$ cat src/rtl/seg595_disp_ctrl_if.sv
// Host-side bus of the 74HC595 decimal display controller:
// load strobe, value, dp mask, blanking level, and status back.
interface seg595_disp_ctrl_if #(
  parameter int DIGITS = 6,
  parameter int DATA_W = 20
);
  logic              load;
  logic [DATA_W-1:0] data;
  logic [DIGITS-1:0] dp_mask;
  logic              blank_lz;
  logic              busy;
  logic              overflow;

  modport master (
    output load, data, dp_mask, blank_lz,
    input  busy, overflow
  );

  modport slave (
    input  load, data, dp_mask, blank_lz,
    output busy, overflow
  );
endinterface

$ cat src/rtl/seg595_disp_ctrl.sv
// Decimal display controller: sequential binary-to-BCD, digit scan,
// and {seg,sel} serialisation to two chained 74HC595s.
module seg595_disp_ctrl #(
  parameter int DIGITS   = 6,
  parameter int DATA_W   = 20,
  parameter int SCLK_DIV = 2,
  parameter int SCAN_DIV = 50000
) (
  input  logic clk,
  input  logic reset,
  seg595_disp_ctrl_if.slave host,
  output logic RCLK,
  output logic SRCLK,
  output logic DIO
);
  localparam int BW = 4 * DIGITS;
  localparam int CW = $clog2(DATA_W + 1);
  localparam int DW = $clog2(SCLK_DIV + 1);
  localparam int SW = $clog2(SCAN_DIV + 1);
  localparam int IW = (DIGITS > 1) ? $clog2(DIGITS) : 1;

  function automatic logic [63:0] pow10(input int n);
    logic [63:0] p;
    p = 64'd1;
    for (int k = 0; k < n; k++) p = p * 64'd10;
    return p;
  endfunction

  localparam logic [63:0] LIMIT = pow10(DIGITS);

  typedef enum logic [1:0] {
    S_IDLE,
    S_SHIFT,
    S_LATCH
  } state_e;

  logic              busy_q, busy_d;
  logic [DATA_W-1:0] bin_q, bin_d;
  logic [BW-1:0]     bcd_q, bcd_d;
  logic [BW-1:0]     bcd_adj, bcd_sh;
  logic [CW-1:0]     cnt_q, cnt_d;
  logic              ovf_p_q, ovf_p_d;
  logic [DIGITS-1:0] dp_p_q, dp_p_d;
  logic [BW-1:0]     disp_q, disp_d;
  logic [DIGITS-1:0] dp_q, dp_d;
  logic              ovf_q, ovf_d;

  logic [SW-1:0]     scan_q, scan_d;
  logic [IW-1:0]     idx_q, idx_d;
  logic              start;

  logic [3:0]        dig;
  logic [7:0]        seg, sel;
  logic              zero_hi;
  logic [DIGITS-1:0] lz;

  state_e            st_q, st_d;
  logic [14:0]       sh_q, sh_d;
  logic [3:0]        bit_q, bit_d;
  logic [DW-1:0]     div_q, div_d;
  logic              ph_q, ph_d;
  logic              div_end;
  logic              srclk_q, srclk_d;
  logic              rclk_q, rclk_d;
  logic              dio_q, dio_d;

  // Truncated BCD still yields the correct low digits; overflow is
  // detected separately against 10^DIGITS at load time.
  always_comb begin
    bcd_adj = bcd_q;
    for (int i = 0; i < DIGITS; i++) begin
      if (bcd_q[4*i +: 4] >= 4'd5) begin
        bcd_adj[4*i +: 4] = bcd_q[4*i +: 4] + 4'd3;
      end
    end
    bcd_sh = {bcd_adj[BW-2:0], bin_q[DATA_W-1]};
  end

  always_comb begin
    busy_d  = busy_q;
    bin_d   = bin_q;
    bcd_d   = bcd_q;
    cnt_d   = cnt_q;
    ovf_p_d = ovf_p_q;
    dp_p_d  = dp_p_q;
    disp_d  = disp_q;
    dp_d    = dp_q;
    ovf_d   = ovf_q;
    if (busy_q) begin
      bcd_d = bcd_sh;
      bin_d = bin_q << 1;
      cnt_d = cnt_q + CW'(1);
      if (cnt_q == CW'(DATA_W - 1)) begin
        busy_d = 1'b0;
        disp_d = bcd_sh;
        dp_d   = dp_p_q;
        ovf_d  = ovf_p_q;
      end
    end else if (host.load) begin
      busy_d  = 1'b1;
      bin_d   = host.data;
      bcd_d   = '0;
      cnt_d   = '0;
      dp_p_d  = host.dp_mask;
      ovf_p_d = 64'(host.data) >= LIMIT;
    end
  end

  always_comb begin
    scan_d = scan_q + SW'(1);
    idx_d  = idx_q;
    start  = (scan_q == '0);
    if (scan_q == SW'(SCAN_DIV - 1)) begin
      scan_d = '0;
      idx_d  = (idx_q == IW'(DIGITS - 1)) ? '0 : idx_q + IW'(1);
    end
  end

  always_comb begin
    zero_hi = 1'b1;
    lz      = '0;
    for (int i = DIGITS - 1; i >= 0; i--) begin
      zero_hi = zero_hi & (disp_q[4*i +: 4] == 4'd0);
      lz[i]   = zero_hi && (i != 0);
    end
    dig = disp_q[4*idx_q +: 4];
    unique case (dig)
      4'd0:    seg = 8'hC0;
      4'd1:    seg = 8'hF9;
      4'd2:    seg = 8'hA4;
      4'd3:    seg = 8'hB0;
      4'd4:    seg = 8'h99;
      4'd5:    seg = 8'h92;
      4'd6:    seg = 8'h82;
      4'd7:    seg = 8'hF8;
      4'd8:    seg = 8'h80;
      4'd9:    seg = 8'h90;
      default: seg = 8'hFF;
    endcase
    if (host.blank_lz && lz[idx_q]) seg = 8'hFF;
    if (dp_q[idx_q]) seg[7] = 1'b0;
    if (ovf_q) seg = 8'hBF;
    sel = 8'(1) << idx_q;
  end

  assign div_end = (div_q == DW'(SCLK_DIV - 1));

  // LATCH spends SCLK_DIV cycles with RCLK high and SCLK_DIV low,
  // so a whole frame is 34*SCLK_DIV cycles.
  always_comb begin
    st_d    = st_q;
    sh_d    = sh_q;
    bit_d   = bit_q;
    div_d   = div_q;
    ph_d    = ph_q;
    srclk_d = srclk_q;
    rclk_d  = rclk_q;
    dio_d   = dio_q;
    unique case (st_q)
      S_IDLE: begin
        if (start) begin
          st_d    = S_SHIFT;
          sh_d    = {seg[6:0], sel};
          dio_d   = seg[7];
          bit_d   = '0;
          div_d   = '0;
          ph_d    = 1'b0;
          srclk_d = 1'b0;
        end
      end
      S_SHIFT: begin
        div_d = div_q + DW'(1);
        if (div_end) begin
          div_d   = '0;
          ph_d    = ~ph_q;
          srclk_d = ~ph_q;
          if (ph_q) begin
            if (bit_q == 4'd15) begin
              st_d   = S_LATCH;
              rclk_d = 1'b1;
            end else begin
              bit_d = bit_q + 4'd1;
              sh_d  = {sh_q[13:0], 1'b0};
              dio_d = sh_q[14];
            end
          end
        end
      end
      S_LATCH: begin
        div_d = div_q + DW'(1);
        if (div_end) begin
          div_d  = '0;
          ph_d   = ~ph_q;
          rclk_d = 1'b0;
          if (ph_q) st_d = S_IDLE;
        end
      end
      default: st_d = S_IDLE;
    endcase
  end

  always_ff @(posedge clk) begin
    if (reset) begin
      busy_q  <= 1'b0;
      bin_q   <= '0;
      bcd_q   <= '0;
      cnt_q   <= '0;
      ovf_p_q <= 1'b0;
      dp_p_q  <= '0;
      disp_q  <= '0;
      dp_q    <= '0;
      ovf_q   <= 1'b0;
      scan_q  <= '0;
      idx_q   <= '0;
      st_q    <= S_IDLE;
      sh_q    <= '0;
      bit_q   <= '0;
      div_q   <= '0;
      ph_q    <= 1'b0;
      srclk_q <= 1'b0;
      rclk_q  <= 1'b0;
      dio_q   <= 1'b0;
    end else begin
      busy_q  <= busy_d;
      bin_q   <= bin_d;
      bcd_q   <= bcd_d;
      cnt_q   <= cnt_d;
      ovf_p_q <= ovf_p_d;
      dp_p_q  <= dp_p_d;
      disp_q  <= disp_d;
      dp_q    <= dp_d;
      ovf_q   <= ovf_d;
      scan_q  <= scan_d;
      idx_q   <= idx_d;
      st_q    <= st_d;
      sh_q    <= sh_d;
      bit_q   <= bit_d;
      div_q   <= div_d;
      ph_q    <= ph_d;
      srclk_q <= srclk_d;
      rclk_q  <= rclk_d;
      dio_q   <= dio_d;
    end
  end

  assign host.busy     = busy_q;
  assign host.overflow = ovf_q;
  assign RCLK          = rclk_q;
  assign SRCLK         = srclk_q;
  assign DIO           = dio_q;

endmodule

$ cat src/flat_wrapper.sv
// flat-port wrapper written by rule: the top's interface ports become plain ports
module seg595_disp_ctrl_flat 
#(
  parameter int DIGITS   = 6,
  parameter int DATA_W   = 20,
  parameter int SCLK_DIV = 2,
  parameter int SCAN_DIV = 50000
)
  (clk, reset, RCLK, SRCLK, DIO, host_load, host_data, host_dp_mask, host_blank_lz, host_busy, host_overflow);
  seg595_disp_ctrl_if #(.DIGITS(DIGITS), .DATA_W(DATA_W)) host_i ();
  input  logic clk;
  input  logic reset;
  output logic RCLK;
  output logic SRCLK;
  output logic DIO;
  input wire logic [$bits(host_i.load)-1:0] host_load;
  input wire logic [$bits(host_i.data)-1:0] host_data;
  input wire logic [$bits(host_i.dp_mask)-1:0] host_dp_mask;
  input wire logic [$bits(host_i.blank_lz)-1:0] host_blank_lz;
  output wire logic [$bits(host_i.busy)-1:0] host_busy;
  output wire logic [$bits(host_i.overflow)-1:0] host_overflow;
  assign host_i.load = host_load;
  assign host_i.data = host_data;
  assign host_i.dp_mask = host_dp_mask;
  assign host_i.blank_lz = host_blank_lz;
  assign host_busy = host_i.busy;
  assign host_overflow = host_i.overflow;
  seg595_disp_ctrl #(.DIGITS(DIGITS), .DATA_W(DATA_W), .SCLK_DIV(SCLK_DIV), .SCAN_DIV(SCAN_DIV)) u_core (.clk(clk), .reset(reset), .host(host_i), .RCLK(RCLK), .SRCLK(SRCLK), .DIO(DIO));
endmodule
$ cat config.mk
export PLATFORM = sky130hd
export DESIGN_NAME = seg595_disp_ctrl_flat
export DESIGN_NICKNAME = d
export VERILOG_FILES = /design/src/rtl/seg595_disp_ctrl_if.sv /design/src/rtl/seg595_disp_ctrl.sv /design/src/flat_wrapper.sv
export SDC_FILE = /design/constraint.sdc
export NUM_CORES = 1
export LEC_CHECK = 0
export ABC_AREA = 0
export BUFFER_PORTS_ARGS = -buffer_cell sky130_fd_sc_hd__buf_2
export CORE_UTILIZATION = 43
export DETAILED_ROUTE_END_ITERATION = 12
export PLACE_DENSITY = 0.67
export SYNTH_ARGS = -nofsm -noshare
export SYNTH_HDL_FRONTEND = slang
export SYNTH_SLANG_ARGS = --single-unit
export TNS_END_PERCENT = 100
$ cat constraint.sdc
create_clock -name clk -period 5.2 [get_ports clk]
set_clock_uncertainty 0.15 [all_clocks]
set_input_delay 0.52 -clock clk [delete_from_list [all_inputs] [get_ports clk]]
set_output_delay 0.52 -clock clk [all_outputs]
set_load 0.02 [all_outputs]
==> results of run 1 <==
-- cell usage in the layout (no fill, tap or decap), types with 3 or more instances in the layout --
cell type and count:
dfxtp_1 133, nand4_1 5, xnor2_1 13, a211oi_1 9, buf_4 5, or3_1 5, nor2_1 130, nand2_2 4
a32oi_1 4, a311oi_1 7, o21ai_0 32, a21oi_1 105, nor2b_1 3, ha_1 26, nand2_1 99, nor3b_1 13
and3_1 4, nor4_1 7, inv_1 28, inv_6 3, mux2i_1 48, xor2_1 7, clkinvlp_4 3, nor3_1 23
nand2b_1 14, bufinv_16 3, clkbuf_16 17, buf_2 33, and2_1 4, clkinv_2 4, a22oi_1 5, nand3_1 18
-- where the power goes --
| group | switching [mW] | total (mW) | internal (mW) | leakage (nW) |
|---|---|---|---|---|
| sequential | 0.0379 | 1.12 | 1.08 | 1.09 |
| clock | 0.470 | 1.22 | 0.755 | 0.290 |
| combinational | 0.215 | 0.340 | 0.125 | 1.48 |
-- cells in the mapped netlist, drive strengths merged, types with 2 or more instances --
cell type  number
nor2          131
nor3           24
o21ai          34
a31oi           2
and3            4
nand4           5
xor2            7
xnor2          13
nor4            9
nand2         103
a22oi           7
o211ai          2
a21oi         108
nand3b          2
dfxtp         134
nor2b           3
clkbuf         30
or3             5
o41ai           5
nand2b         14
nand3          18
ha             26
and2            4
inv            28
and4            2
nor3b          13
buf            19
a32oi           4
a211oi         10
mux2i          48
a21o            2
a311oi          7
or2             2
-- final timing paths --
kind	from	endpoint	slack [ns]	depth (start not counted)
setup reg to reg	u_core.idx_q[1]$_SDFFE_PP0P_	u_core.sh_q[12]$_SDFFE_PP0P_	2.43	7
hold reg to reg	u_core.ovf_p_q$_SDFFE_PP0P_	u_core.host.overflow$_SDFFE_PP0P_	0.30	2
hold / removal	host_dp_mask[3]	u_core.dp_p_q[3]$_SDFFE_PP0P_	0.18	3
setup / recovery	u_core.idx_q[1]$_SDFFE_PP0P_	u_core.sh_q[12]$_SDFFE_PP0P_	2.43	7
-- metal layers --
| layer | up-vias | track usage | part of all wire |
|---|---|---|---|
| met2 | 56 | 0.299 | 0.47 |
| li1 | 2939 | - | - |
| met1 | 2581 | 0.239 | 0.50 |
| met3 | 15 | 0.0459 | 0.028 |
| met5 | - | 0 | 0 |
| met4 | 0 | 0.0547 | 0.011 |
-- critical path: stages, from the launching register on --
cell and delay [ns]:
dfxtp_1 0.87, mux2i_1 0.27, o32ai_1 0.09, a21oi_1 0.36
ha_1 0.25, mux2i_1 0.08, a2111oi_0 0.46, nor4_1 0.09
-- cell families after synthesis --
family / synth area share
compound gates: 0.177
xor+xnor: 0.0257
fa+ha+maj: 0.0478
buf+inv: 0.0500
flops: 0.394
mux: 0.0761
simple gates: 0.229
-- state kept, by name, indices dropped and copies added, names as in the netlist --
signal / flops
u_core.bit_q: 4
u_core.scan_q: 16
u_core.bin_q: 20
u_core.host.busy: 1
u_core.ph_q: 1
u_core.dp_p_q: 6
u_core.st_q: 2
u_core.disp_q: 24
u_core.DIO: 1
u_core.div_q: 2
u_core.sh_q: 15
u_core.RCLK: 1
u_core.cnt_q: 5
u_core.dp_q: 6
u_core.bcd_q: 24
u_core.idx_q: 3
u_core.SRCLK: 1
u_core.host.overflow: 1
u_core.ovf_p_q: 1
-- stage by stage --
step,std cells,hold WS (ns)
2_1_floorplan,841,0.276
3_3_place_gp,1041,0.292
3_5_place_dp,1041,0.294
4_1_cts,1073,0.173
5_1_grt,1073,0.176
6_report,1073,0.182
-- layout make-up --
cell class                 instances  area (µm²)  share of cell area
multi-input combinational        630        3790               0.495
sequential                       134        2680               0.351
clock buffer                      17         425              0.0557
tap                              211         264              0.0345
timing repair buffer              38         203              0.0265
clock inverter                    15         176              0.0231
inverter                          28         105              0.0138
==> run metrics, run 1 <==
DRC 0; vias in the first global route 5047; Die W 128 µm; Max-slew headroom 0.274; first-pass GRT wire length 24.1 mm; setup ws final 2.43 ns; asr flop ratio synth 0; routed vias/inst 5.21; layout cells sized above 1 0.110; Worst-Margin Slew 1.09 ns; total chip power 2.69 mW; Clock Sinks 134; DP Wirelength 9.23 mm; CP Capture Type flop; clk buf depth 2; standard-cell rows 45; PwrDens 352 nW/µm²; Cells after Synth 841; register area share after synthesis 0.394; clock root buffer clkbuf_16; total number of vias 5591; clock period minus worst slack 2.77 ns; Antenna Cells 0; core area 15300 µm²; Routed WL 14.0 mm; Fmax achieved 361 MHz; TritonRoute pass-1 iters 5; CP Data Required Time 5.31 ns; Post-CTS Setup Inserts 0; final worst path period share 0.533; CTS Hold Buffers Added 0; largest net degree at the start of global routing 90; Util after Layout 0.499; worst vdd ir 0.280 mV; design area 7640 µm²; DRT iter0 DRCs 377; Max-Cap Viols 0; unrepaired setup endpoints after global routing false; H-tree depth 4; clk_lat worst skew 0.42 ns; status completed; Final Max Slew Viols 0; Setup Total Neg Slack 0 ns; Fill cells 1529; setup violators final 0; synthesized flop and latch total 134; Yosys top cell by area dfxtp_1; Starting Density 0.445; final hold viol count 0; TritonCTS Buffers 17; initial antenna violation count 0; category of the most critical setup path flop to flop; main area contributors after synthesis dfxtp_1 (39%), a21oi_1 (7.7%), nor2_1 (7.2%); Placed Instance Area 7040 µm²; startpoint types flop; Worst Path Max Fanout 21; EDFF count, synth 0; Synth Net Count 897; Die Ht 128 µm; area grow syn2layout 12.3%; area of the mapped netlist 6810 µm²; top-area cell type share of the netlist area 0.394; post_cts resized 0; Die ar. 16300 µm²; CTS tree done; Worst Path Arrival 2.89 ns; Syn Area/Cell 8.10 µm²; I/O Pins 35; leakage 2.86 nW; clock slew at reported path FFs 0.06 ns; Final ANT Viol Nets 0; dpl ws 2.45 ns; Avg WL per Cell 13.0 µm; global route overflow 0; port bufs 34; Top FF cell, synth dfxtp_1; post-synthesis cell type count 67; Placer Congestion 0.806; hold crit path type input pin to flop; final layout net count 905; synth warn 0; total track usage 0.183
Note: power is estimated with default switching activity, not from simulation.
==> inputs of run 2 (changes only) <==
clock period = 2.7 ns   (was 5.2 ns; I/O delays follow)
==> run 2 against run 1 <==
  * Fmax rose by 14%
  * Hold slack worse by 0.13 ns
  * Sequential share of layout area shrank 1.0 points
  * Die area unchanged
  * Critical path depth increased by 2
  * Sequential cell count did not move
  * Sequential power grew 93%
  * Clock power up 100%
  * Register-to-register slack worse by 2.2 ns
  * Clock-buffer cell count grew 1
  * Highest routed layer unchanged
==> run metrics, run 2 (synthesis results as in run 1) <==
Worst-Margin Slew 0.575 ns (was 1.09 ns); final worst path period share 0.897 (was 0.533); r2r worst-path depth 9 (was 7); clk_lat worst skew 0.42 ns (about the same); total track usage 0.186 (was 0.183); Fmax achieved 413 MHz (was 361 MHz); Worst path slowest cell dfxtp_2 (was dfxtp_1); DRT iter0 DRCs 310 (was 377); area grow syn2layout 15.7% (was 12.3%); CP Capture Type flop (unchanged); TritonRoute pass-1 iters 4 (was 5); Final Max Slew Viols 0 (unchanged); RR Endpoint u_core.sh_q[14]$_SDFFE_PP0P_ (was u_core.sh_q[12]$_SDFFE_PP0P_); Post-Layout Cell Count 1095 (was 1073); hold crit path type input pin to flop (unchanged); H-tree depth 4 (unchanged); CP Data Required Time 2.85 ns (was 5.31 ns); initial antenna violation count 0 (unchanged); worst vdd ir 0.507 mV (was 0.280 mV); layout cells sized above 1 0.121 (was 0.110); Starting Density 0.445 (unchanged); Placed Instance Area 7140 µm² (was 7040 µm²); most frequent cells in the layout dfxtp_1 (132), nor2_1 (130), a21oi_1 (105), nand2_1 (99), mux2i_1 (48) (was dfxtp_1 (133), nor2_1 (130), a21oi_1 (105), nand2_1 (99), mux2i_1 (48)); commonest non-fill, non-tap cell in the layout dfxtp_1 (unchanged); global route overflow 0 (unchanged); worst path cell trace mux2_4 -> a21oi_1 -> inv_1 -> ha_1 -> inv_1 -> o2111ai_1 -> and3_1 -> o21ai_0 -> a21oi_1 (was mux2i_1 -> o32ai_1 -> a21oi_1 -> ha_1 -> mux2i_1 -> a2111oi_0 -> nor4_1); Max-slew headroom 0.616 (was 0.274); Worst Path Max Fanout 12 (was 21); DP Wirelength 9.61 mm (was 9.23 mm); Max-Cap Viols 0 (unchanged); Largest stage delay, worst path 0.51 ns (was 0.87 ns); Die ar. 16300 µm² (unchanged); largest net degree at the start of global routing 75 (was 90); design area 7880 µm² (was 7640 µm²); total number of vias 5696 (was 5591); Reg-to-Reg Start u_core.idx_q[1]$_SDFFE_PP0P_ (unchanged); routed vias/inst 5.20 (was 5.21); crit path to u_core.sh_q[14]$_SDFFE_PP0P_ (was u_core.sh_q[12]$_SDFFE_PP0P_); Avg WL per Cell 12.8 µm (was 13.0 µm); final layout net count 927 (was 905); vias in the first global route 5327 (was 5047); core area 15300 µm² (unchanged); Post-CTS Setup Inserts 0 (unchanged); Placer Congestion 0.827 (was 0.806); Routed WL 14.1 mm (was 14.0 mm); R2R setup slack 0.28 ns (was 2.43 ns); clock root buffer clkbuf_16 (unchanged); I/O Pins 35 (unchanged); Clock Sinks 134 (unchanged); Final ANT Viol Nets 0 (unchanged); Critical path origin u_core.idx_q[1]$_SDFFE_PP0P_ (unchanged); startpoint types flop (unchanged); status completed (unchanged); leakage 2.97 nW (was 2.86 nW); Largest regs u_core.bcd_q: 24 flops, u_core.disp_q: 24 flops, u_core.bin_q: 20 flops (unchanged); standard-cell rows 45 (unchanged); first-pass GRT wire length 24.5 mm (was 24.1 mm); category of the most critical setup path flop to flop (unchanged); Setup Total Neg Slack 0 ns (unchanged); CTS tree done (unchanged); Die W 128 µm (unchanged); port bufs 34 (unchanged); unrepaired setup endpoints after global routing false (unchanged); TritonCTS Buffers 17 (unchanged); Placed Instances 1053 (was 1041); final hold viol count 0 (unchanged); PwrDens 673 nW/µm² (was 352 nW/µm²); Worst Path Arrival 2.57 ns (was 2.89 ns); Die Ht 128 µm (unchanged); DRC 0 (unchanged); Antenna Cells 0 (unchanged); clock period minus worst slack 2.42 ns (was 2.77 ns); clk buf depth 2 (unchanged); setup violators final 0 (unchanged); clock slew at reported path FFs 0.06 ns (about the same)
-- run 2: cell types whose count changed in the layout (fill, tap and decap cells not counted) --
cell           delta
buf_4            +11
clkinv_4          +2
dfxtp_2           +1
inv_6             -1
clkbuf_1          +1
dlygate4sd3_1    +10
clkinv_2          -3
bufinv_16         +1
dfxtp_1           -1
buf_12            +1
-- run 2: area by class of cell --
cell class,instances,area (µm²)
inverters,28,105
clock buffers,18,429
clock inverters,14,200
well taps,211,264
flip-flops and latches,134,2690
fillers,1493,7440
multi-input cells,630,3790
repair buffers,60,405
-- run 2: per-layer routing --
metal	GRT usage	vias to the layer above	wire (µm)
met5	0	-	0
met4	0.0616	0	170
met3	0.0480	17	398
met2	0.306	64	6550
met1	0.238	2630	6950
li1	-	2985	-
-- run 2: report_power, final --
group	leakage (nW)	switching [mW]	internal (mW)
logic	1.59	0.427	0.262
registers	1.09	0.0679	2.09
clock network	0.297	0.903	1.55
total	2.97	1.40	3.90
-- run 2: metrics by stage --
step                hold slack [ns]  power (mW)  utilization  worst slack (ns)
CTS                          0.0377        5.35        0.514             0.143
detailed placement            0.294        2.88        0.467             0.190
global placement              0.285        2.87        0.467             0.246
finish                       0.0476        5.30        0.514             0.277
floorplan                     0.256        2.72            -             0.548
global route                 0.0532        5.54        0.514            0.0445
-- run 2: how the worst min path moves through the flow --
stage / from / endpoint / cells after the start
floorplan: host_dp_mask[0] / u_core.dp_p_q[0]$_SDFFE_PP0P_ / 2
global placement: u_core.SRCLK$_SDFFE_PP0P_ / u_core.SRCLK$_SDFFE_PP0P_ / 2
detailed placement: u_core.DIO$_SDFFE_PP0P_ / u_core.DIO$_SDFFE_PP0P_ / 2
CTS: host_data[4] / u_core.bin_q[4]$_SDFFE_PP0P_ / 5
global route: reset / u_core.div_q[0]$_SDFFE_PP0P_ / 2
finish: host_data[3] / u_core.bin_q[3]$_SDFFE_PP0P_ / 5
-- run 2: worst max-delay path: cells and delay by family (launching register included) --
family / cells / cell delay, ns
AOI/OAI and AO/OA: 4 / 0.69
DFF: 1 / 0.51
muxes: 1 / 0.33
and+or+nand+nor: 1 / 0.23
adders and majority gates: 1 / 0.21
buffers and inverters: 2 / 0.18
-- run 2: what timing repair did --
item | CTS | global route
hold buffers | 10 | 0
gates resized for setup | 0 | 1
setup endpoints to repair | 0 | 3
endpoints found under the hold margin | 8 | 0
